--- src/rtl/alu_ops_pkg.sv ---
// Shared opcode encodings and sequencer state type for the ALU operation sequencer.
package alu_ops_pkg;

   localparam logic [3:0] OP_NOP  = 4'b0000;
   localparam logic [3:0] OP_SUB  = 4'b0001;
   localparam logic [3:0] OP_MUL  = 4'b0010;
   localparam logic [3:0] OP_DIV  = 4'b0011;
   localparam logic [3:0] OP_SHL  = 4'b0100;
   localparam logic [3:0] OP_SHR  = 4'b0101;
   localparam logic [3:0] OP_ROL  = 4'b0110;
   localparam logic [3:0] OP_ROR  = 4'b0111;
   localparam logic [3:0] OP_AND  = 4'b1000;
   localparam logic [3:0] OP_OR   = 4'b1001;
   localparam logic [3:0] OP_NEG  = 4'b1010;
   localparam logic [3:0] OP_NOT  = 4'b1011;
   localparam logic [3:0] OP_SHRA = 4'b1100;
   localparam logic [3:0] OP_ADD  = 4'b1101;

   typedef enum logic [2:0] {
      StIdle  = 3'd0,
      StSetup = 3'd1,
      StWait  = 3'd2,
      StDone  = 3'd3,
      StErr   = 3'd4
   } seqState_t;

   // MUL and DIV are the only operations that update HI/LO.
   function automatic logic isHiloOp(input logic [3:0] op);
      return (op == OP_MUL) || (op == OP_DIV);
   endfunction

endpackage

--- src/rtl/alu_op_sequencer_if.sv ---
// Request handshake between the control path (master) and the ALU sequencer (slave).
interface alu_op_sequencer_if #(
   parameter int unsigned WIDTH = 32
);

   logic             req_valid;
   logic             req_ready;
   logic [3:0]       req_op;
   logic [WIDTH-1:0] req_a;
   logic [WIDTH-1:0] req_b;

   modport master (
      output req_valid,
      output req_op,
      output req_a,
      output req_b,
      input  req_ready
   );

   modport slave (
      input  req_valid,
      input  req_op,
      input  req_a,
      input  req_b,
      output req_ready
   );

endinterface

--- src/rtl/alu_op_check.sv ---
// Combinational request screening: opcode legality, HI/LO update class and divide-by-zero.
module alu_op_check
   import alu_ops_pkg::*;
#(
   parameter int unsigned WIDTH = 32
) (
   input  logic [3:0]       op,
   input  logic [WIDTH-1:0] b,
   output logic             legal,
   output logic             writes_hilo,
   output logic             div_zero
);

   always_comb begin
      legal = 1'b0;
      case (op)
         OP_ADD, OP_SUB, OP_MUL, OP_DIV,
         OP_SHL, OP_SHR, OP_ROL, OP_ROR,
         OP_AND, OP_OR, OP_NEG, OP_NOT, OP_SHRA: legal = 1'b1;
         default:                                 legal = 1'b0;
      endcase
   end

   assign writes_hilo = isHiloOp(op);
   assign div_zero    = (op == OP_DIV) && (b == '0);

endmodule

--- src/rtl/alu_op_sequencer.sv ---
// Issues one request at a time to the combinational ALU: operands, then opcode for a settle
// window, then captures the results. The opcode returns to NOP between every operation.
module alu_op_sequencer
   import alu_ops_pkg::*;
#(
   parameter int unsigned WIDTH         = 32,
   parameter int unsigned SETTLE_CYCLES = 1
) (
   input  logic              clock,
   input  logic              clear,
   alu_op_sequencer_if.slave req,
   output logic [3:0]        alu_opcode,
   output logic [WIDTH-1:0]  alu_a,
   output logic [WIDTH-1:0]  alu_b,
   input  logic [WIDTH-1:0]  alu_z_low,
   input  logic [WIDTH-1:0]  alu_z_high,
   output logic [WIDTH-1:0]  z_low,
   output logic [WIDTH-1:0]  z_high,
   output logic [WIDTH-1:0]  hi,
   output logic [WIDTH-1:0]  lo,
   output logic              done,
   output logic              err
);

   localparam int unsigned SettleEff = (SETTLE_CYCLES == 0) ? 1 : SETTLE_CYCLES;
   localparam int unsigned CntW      = $clog2(SettleEff + 1);

   seqState_t       stateQ;
   logic [3:0]      opQ;
   logic            hiloQ;
   logic            readyQ;
   logic [CntW-1:0] cntQ;

   logic reqLegal;
   logic reqHilo;
   logic reqDivZero;

   alu_op_check #(
      .WIDTH (WIDTH)
   ) u_check (
      .op          (req.req_op),
      .b           (req.req_b),
      .legal       (reqLegal),
      .writes_hilo (reqHilo),
      .div_zero    (reqDivZero)
   );

   assign req.req_ready = readyQ;

   always_ff @(posedge clock or negedge clear) begin
      if (!clear) begin
         stateQ     <= StIdle;
         opQ        <= OP_NOP;
         hiloQ      <= 1'b0;
         readyQ     <= 1'b1;
         cntQ       <= '0;
         alu_opcode <= OP_NOP;
         alu_a      <= '0;
         alu_b      <= '0;
         z_low      <= '0;
         z_high     <= '0;
         hi         <= '0;
         lo         <= '0;
         done       <= 1'b0;
         err        <= 1'b0;
      end else begin
         done <= 1'b0;
         err  <= 1'b0;
         unique case (stateQ)
            StIdle: begin
               readyQ     <= 1'b1;
               alu_opcode <= OP_NOP;
               if (req.req_valid && readyQ) begin
                  readyQ <= 1'b0;
                  if (reqLegal && !reqDivZero) begin
                     opQ    <= req.req_op;
                     hiloQ  <= reqHilo;
                     alu_a  <= req.req_a;
                     alu_b  <= req.req_b;
                     stateQ <= StSetup;
                  end else begin
                     err    <= 1'b1;
                     stateQ <= StErr;
                  end
               end
            end
            StSetup: begin
               // Operands have been stable for a full cycle; now present the real opcode.
               cntQ       <= CntW'(SettleEff);
               alu_opcode <= opQ;
               stateQ     <= StWait;
            end
            StWait: begin
               if (cntQ == CntW'(1)) begin
                  z_low  <= alu_z_low;
                  z_high <= alu_z_high;
                  if (hiloQ) begin
                     lo <= alu_z_low;
                     hi <= alu_z_high;
                  end
                  alu_opcode <= OP_NOP;
                  done       <= 1'b1;
                  stateQ     <= StDone;
               end else begin
                  cntQ <= cntQ - CntW'(1);
               end
            end
            StDone: begin
               readyQ <= 1'b1;
               stateQ <= StIdle;
            end
            StErr: begin
               readyQ <= 1'b1;
               stateQ <= StIdle;
            end
            default: begin
               alu_opcode <= OP_NOP;
               readyQ     <= 1'b1;
               stateQ     <= StIdle;
            end
         endcase
      end
   end

endmodule

--- src/flat_wrapper.sv ---
// flat-port wrapper written by rule: the top's interface ports become plain ports
module alu_op_sequencer_flat import alu_ops_pkg::*;
#(
   parameter int unsigned WIDTH         = 32,
   parameter int unsigned SETTLE_CYCLES = 1
)
  (clock, clear, alu_opcode, alu_a, alu_b, alu_z_low, alu_z_high, z_low, z_high, hi, lo, done, err, req_req_valid, req_req_op, req_req_a, req_req_b, req_req_ready);
  alu_op_sequencer_if #(.WIDTH(WIDTH)) req_i ();
  input  logic clock;
  input  logic clear;
  output logic [3:0] alu_opcode;
  output logic [WIDTH-1:0] alu_a;
  output logic [WIDTH-1:0] alu_b;
  input  logic [WIDTH-1:0] alu_z_low;
  input  logic [WIDTH-1:0] alu_z_high;
  output logic [WIDTH-1:0] z_low;
  output logic [WIDTH-1:0] z_high;
  output logic [WIDTH-1:0] hi;
  output logic [WIDTH-1:0] lo;
  output logic done;
  output logic err;
  input wire logic [$bits(req_i.req_valid)-1:0] req_req_valid;
  input wire logic [$bits(req_i.req_op)-1:0] req_req_op;
  input wire logic [$bits(req_i.req_a)-1:0] req_req_a;
  input wire logic [$bits(req_i.req_b)-1:0] req_req_b;
  output wire logic [$bits(req_i.req_ready)-1:0] req_req_ready;
  assign req_i.req_valid = req_req_valid;
  assign req_i.req_op = req_req_op;
  assign req_i.req_a = req_req_a;
  assign req_i.req_b = req_req_b;
  assign req_req_ready = req_i.req_ready;
  alu_op_sequencer #(.WIDTH(WIDTH), .SETTLE_CYCLES(SETTLE_CYCLES)) u_core (.clock(clock), .clear(clear), .req(req_i), .alu_opcode(alu_opcode), .alu_a(alu_a), .alu_b(alu_b), .alu_z_low(alu_z_low), .alu_z_high(alu_z_high), .z_low(z_low), .z_high(z_high), .hi(hi), .lo(lo), .done(done), .err(err));
endmodule
--- config.mk ---
export PLATFORM = sky130hd
export DESIGN_NAME = alu_op_sequencer_flat
export DESIGN_NICKNAME = d
export VERILOG_FILES = /design/src/rtl/alu_ops_pkg.sv /design/src/rtl/alu_op_sequencer_if.sv /design/src/rtl/alu_op_check.sv /design/src/rtl/alu_op_sequencer.sv /design/src/flat_wrapper.sv
export SDC_FILE = /design/constraint.sdc
export NUM_CORES = 1
export LEC_CHECK = 0
export CAP_MARGIN = 5
export CORE_ASPECT_RATIO = 1.25
export CORE_MARGIN = 2
export CORE_UTILIZATION = 42
export CTS_CLUSTER_SIZE = 30
export DETAILED_ROUTE_END_ITERATION = 8
export HOLD_SLACK_MARGIN = 0.03
export PLACE_DENSITY_LB_ADDON = 0.05
export SETUP_SLACK_MARGIN = 0.4
export SYNTH_ARGS = -nofsm -noshare
export SYNTH_HDL_FRONTEND = slang
export SYNTH_HIERARCHICAL = 1
export SYNTH_SLANG_ARGS = --single-unit
--- constraint.sdc ---
create_clock -name clock -period 3.62 [get_ports clock]
set_clock_uncertainty 0.1 [all_clocks]
set_input_delay 0.362 -clock clock [delete_from_list [all_inputs] [get_ports clock]]
set_output_delay 0.362 -clock clock [all_outputs]
set_load 0.01 [all_outputs]
==> reports/qor.yml <==
finalCritPeriodShare_pct: 68.8
cts_made_buffers: 22
hold_start: "req_req_a[2]"
synth_cell_types: 29
initial_core_util_pct: 42.8
gp_congestion: 0.779
slowest_stage: "clkdlybuf4s50_1"
antenna_found_initial: 1
powerDensity_mw_per_mm2: 934
final_max_slew_viol_count: 0
required_ns: 3.89
worst-path-max-fanout: 32
core-area_sq_mm: 0.0187
dr_total_vias: 5262
ant_nets: 0
endpoint: "u_core/alu_b[24]$_DFFE_PN0P_"
yosysSeqAreaShare_pct: 65.0
p_leak_nw: 5.10
syn-instance-count: 477
cts_root_buffer: "clkbuf_16"
place_area_sq_mm: 0.0115
layout-drive-gt1-share_pct: 23.0
grt_max_degree: 107
rows: 56
fill_cells: 1380
drt_iter0_drc: 139
syn_area_per_cell_sq_um: 16.8
finalSetupTns_ns: 0
multi_input_area_sq_mm: 0.00262
crit_type: "primary input to flop"
dp_slack_ns: 0.593
num_io_pins: 334
area_growth_syn_to_layout_pct: 53.0
vdd_drop_max_v: 0.000499
ys_seq_elements: 208
setup_viol: 0
final_net_count: 953
ctsResizeCount: 0
stdcell_count: 1065
die_h_um: 158
final_common_cell: "clkdlybuf4s50_1"
fin_ws_ns: 1.13
rsz0062_at_grt: "no"
routed_via_density: 4.94
cpPeakStageDelay_ns: 0.53
synth-main-ff-cell: "dfrtp_1"
grt_pass1_wl_um: 31100
cts_tree: "yes"
track_usage_pct: 19.5
seq_area_sq_mm: 0.00521
syn_nets: 612
crit_arrival_ns: 2.76
io_buffers: 333
reg2reg_from: "u_core/stateQ[0]$_DFFE_PN0P_"
clk_pin_slew_ns: 0.06
hp-class: "primary input to flop"
post_cts_buffers: 0
path_cells: "clkdlybuf4s50_1 > nor3b_4 > nand4_1 > nor3_2 > nor2b_1 > nand3_4 > buf_12 > mux2_2"
yosys_warnings: 6
grt.overflow.total: 0
dp.cells: 1025
avgRoutedWirePerCell_um: 19.0
drc: 0
clock-sinks: 208
crit_start: "req_req_op[1]"
rr_endpoint: "u_core/z_low[19]$_DFFE_PN0P_"
maxCapViolCount: 0
reg2reg_slack_ns: 1.36
async_flop_share_pct: 100
worstMarginPinSlew_ns: 0.939
hold_viol: 0
fmax_mhz: 402
dieArea_sq_mm: 0.0202
cts_hold_buf: 1
status: "finished clean"
chipWidth_um: 127
postRouteWirelength_um: 20200
hpwl_um: 14900
synth_edf_count: 0
crit_path_end_kind: "flop"
final_area_sq_mm: 0.0122
layout_common_cells: "clkdlybuf4s50_1 (332), dfrtp_1 (207), mux2_2 (131)"
htreeDepth: 1
max_slew_margin_pct: 37.4
grt_pass1_vias: 5748
cp-start-kind: "primary input"
syn_area_sq_mm: 0.00801
dr.pass1.iters: 4
post-route-util_pct: 65.5
worstSkewPairLatency_ns: 0.49
clockBufferDepth: 3
r2r_cells: 3
fin_crit_ns: 2.49
## cells in the mapped netlist, types with 2 or more instances
library cell	count	area share, %
nand4_1	2	0.16
mux2_2	131	18
nor4_1	5	0.39
dfrtp_1	207	65
nor3_1	2	0.13
nor2b_1	2	0.16
mux2_4	10	1.9
buf_6	9	1.3
a22oi_1	5	0.47
buf_2	7	0.44
o21ai_0	4	0.25
nor4_2	2	0.31
mux2_1	60	8.4
buf_4	7	0.66
nand2_1	6	0.28
nor2_1	5	0.23
## cell type report
class | instances | area share [%]
clock buffers | 34 | 5.53
well taps | 232 | 2.37
repair buffers | 340 | 28.0
multi-input cells | 246 | 21.4
flip-flops and latches | 208 | 42.5
clock inverters | 4 | 0.163
diodes | 1 | 0.0204
## kinds of logic after synthesis
kind of cell              share of synthesized area [%]
AOI/OAI and AO/OA                                 0.907
and+or+nand+nor                                    2.84
muxes                                              28.7
buffers and inverters                              2.36
xor gates and xnor gates                          0.109
DFF                                                65.0
## through the flow
step	power, mW	hold WS (ns)
after floorplan	6.44	-0.0336
after global placement	9.24	0.373
after detailed placement	9.40	0.380
after CTS	11.6	0.363
after global routing	12.1	0.378
final	11.4	0.380
## layer usage
layer	GRT usage, %	routed length, um
met1	22.3	7410
met2	34.6	10600
met3	6.28	1730
met4	6.65	503
met5	0	0
## power by group
part	internal [mW]	leakage [nW]	switching (mW)
combinational	3.22	2.30	1.92
clock	1.28	0.348	0.870
sequential	3.52	2.45	0.637
total	8.01	5.10	3.42
## sequential cells by signal, indices dropped and copies added (netlist names)
register	cells
u_core/opQ	4
u_core/stateQ	3
u_core/hiloQ	1
u_core/alu_b	32
u_core/lo	32
u_core/req.req_ready	1
u_core/err	1
u_core/z_low	32
u_core/hi	32
u_core/cntQ	1
u_core/alu_a	32
u_core/z_high	32
u_core/done	1
u_core/alu_opcode	4
## worst max-delay path: cells and delay by family
kind	cells	cell delay [ns]
multiplexers	1	0.36
buffers and inverters	2	0.77
AND/OR/NAND/NOR	5	1.25
## worst min path at each step
stage / to / slack [ns] / cells after the start
global route: u_core/alu_a[19]$_DFFE_PN0P_ / 0.38 / 2
detailed placement: u_core/hi[4]$_DFFE_PN0P_ / 0.38 / 1
global placement: u_core/lo[21]$_DFFE_PN0P_ / 0.37 / 1
floorplan: u_core/alu_a[0]$_DFFE_PN0P_ / -0.03 / 0
CTS: u_core/alu_a[2]$_DFFE_PN0P_ / 0.36 / 2
finish: u_core/alu_a[2]$_DFFE_PN0P_ / 0.38 / 2
(Power assumes the default switching activity.)
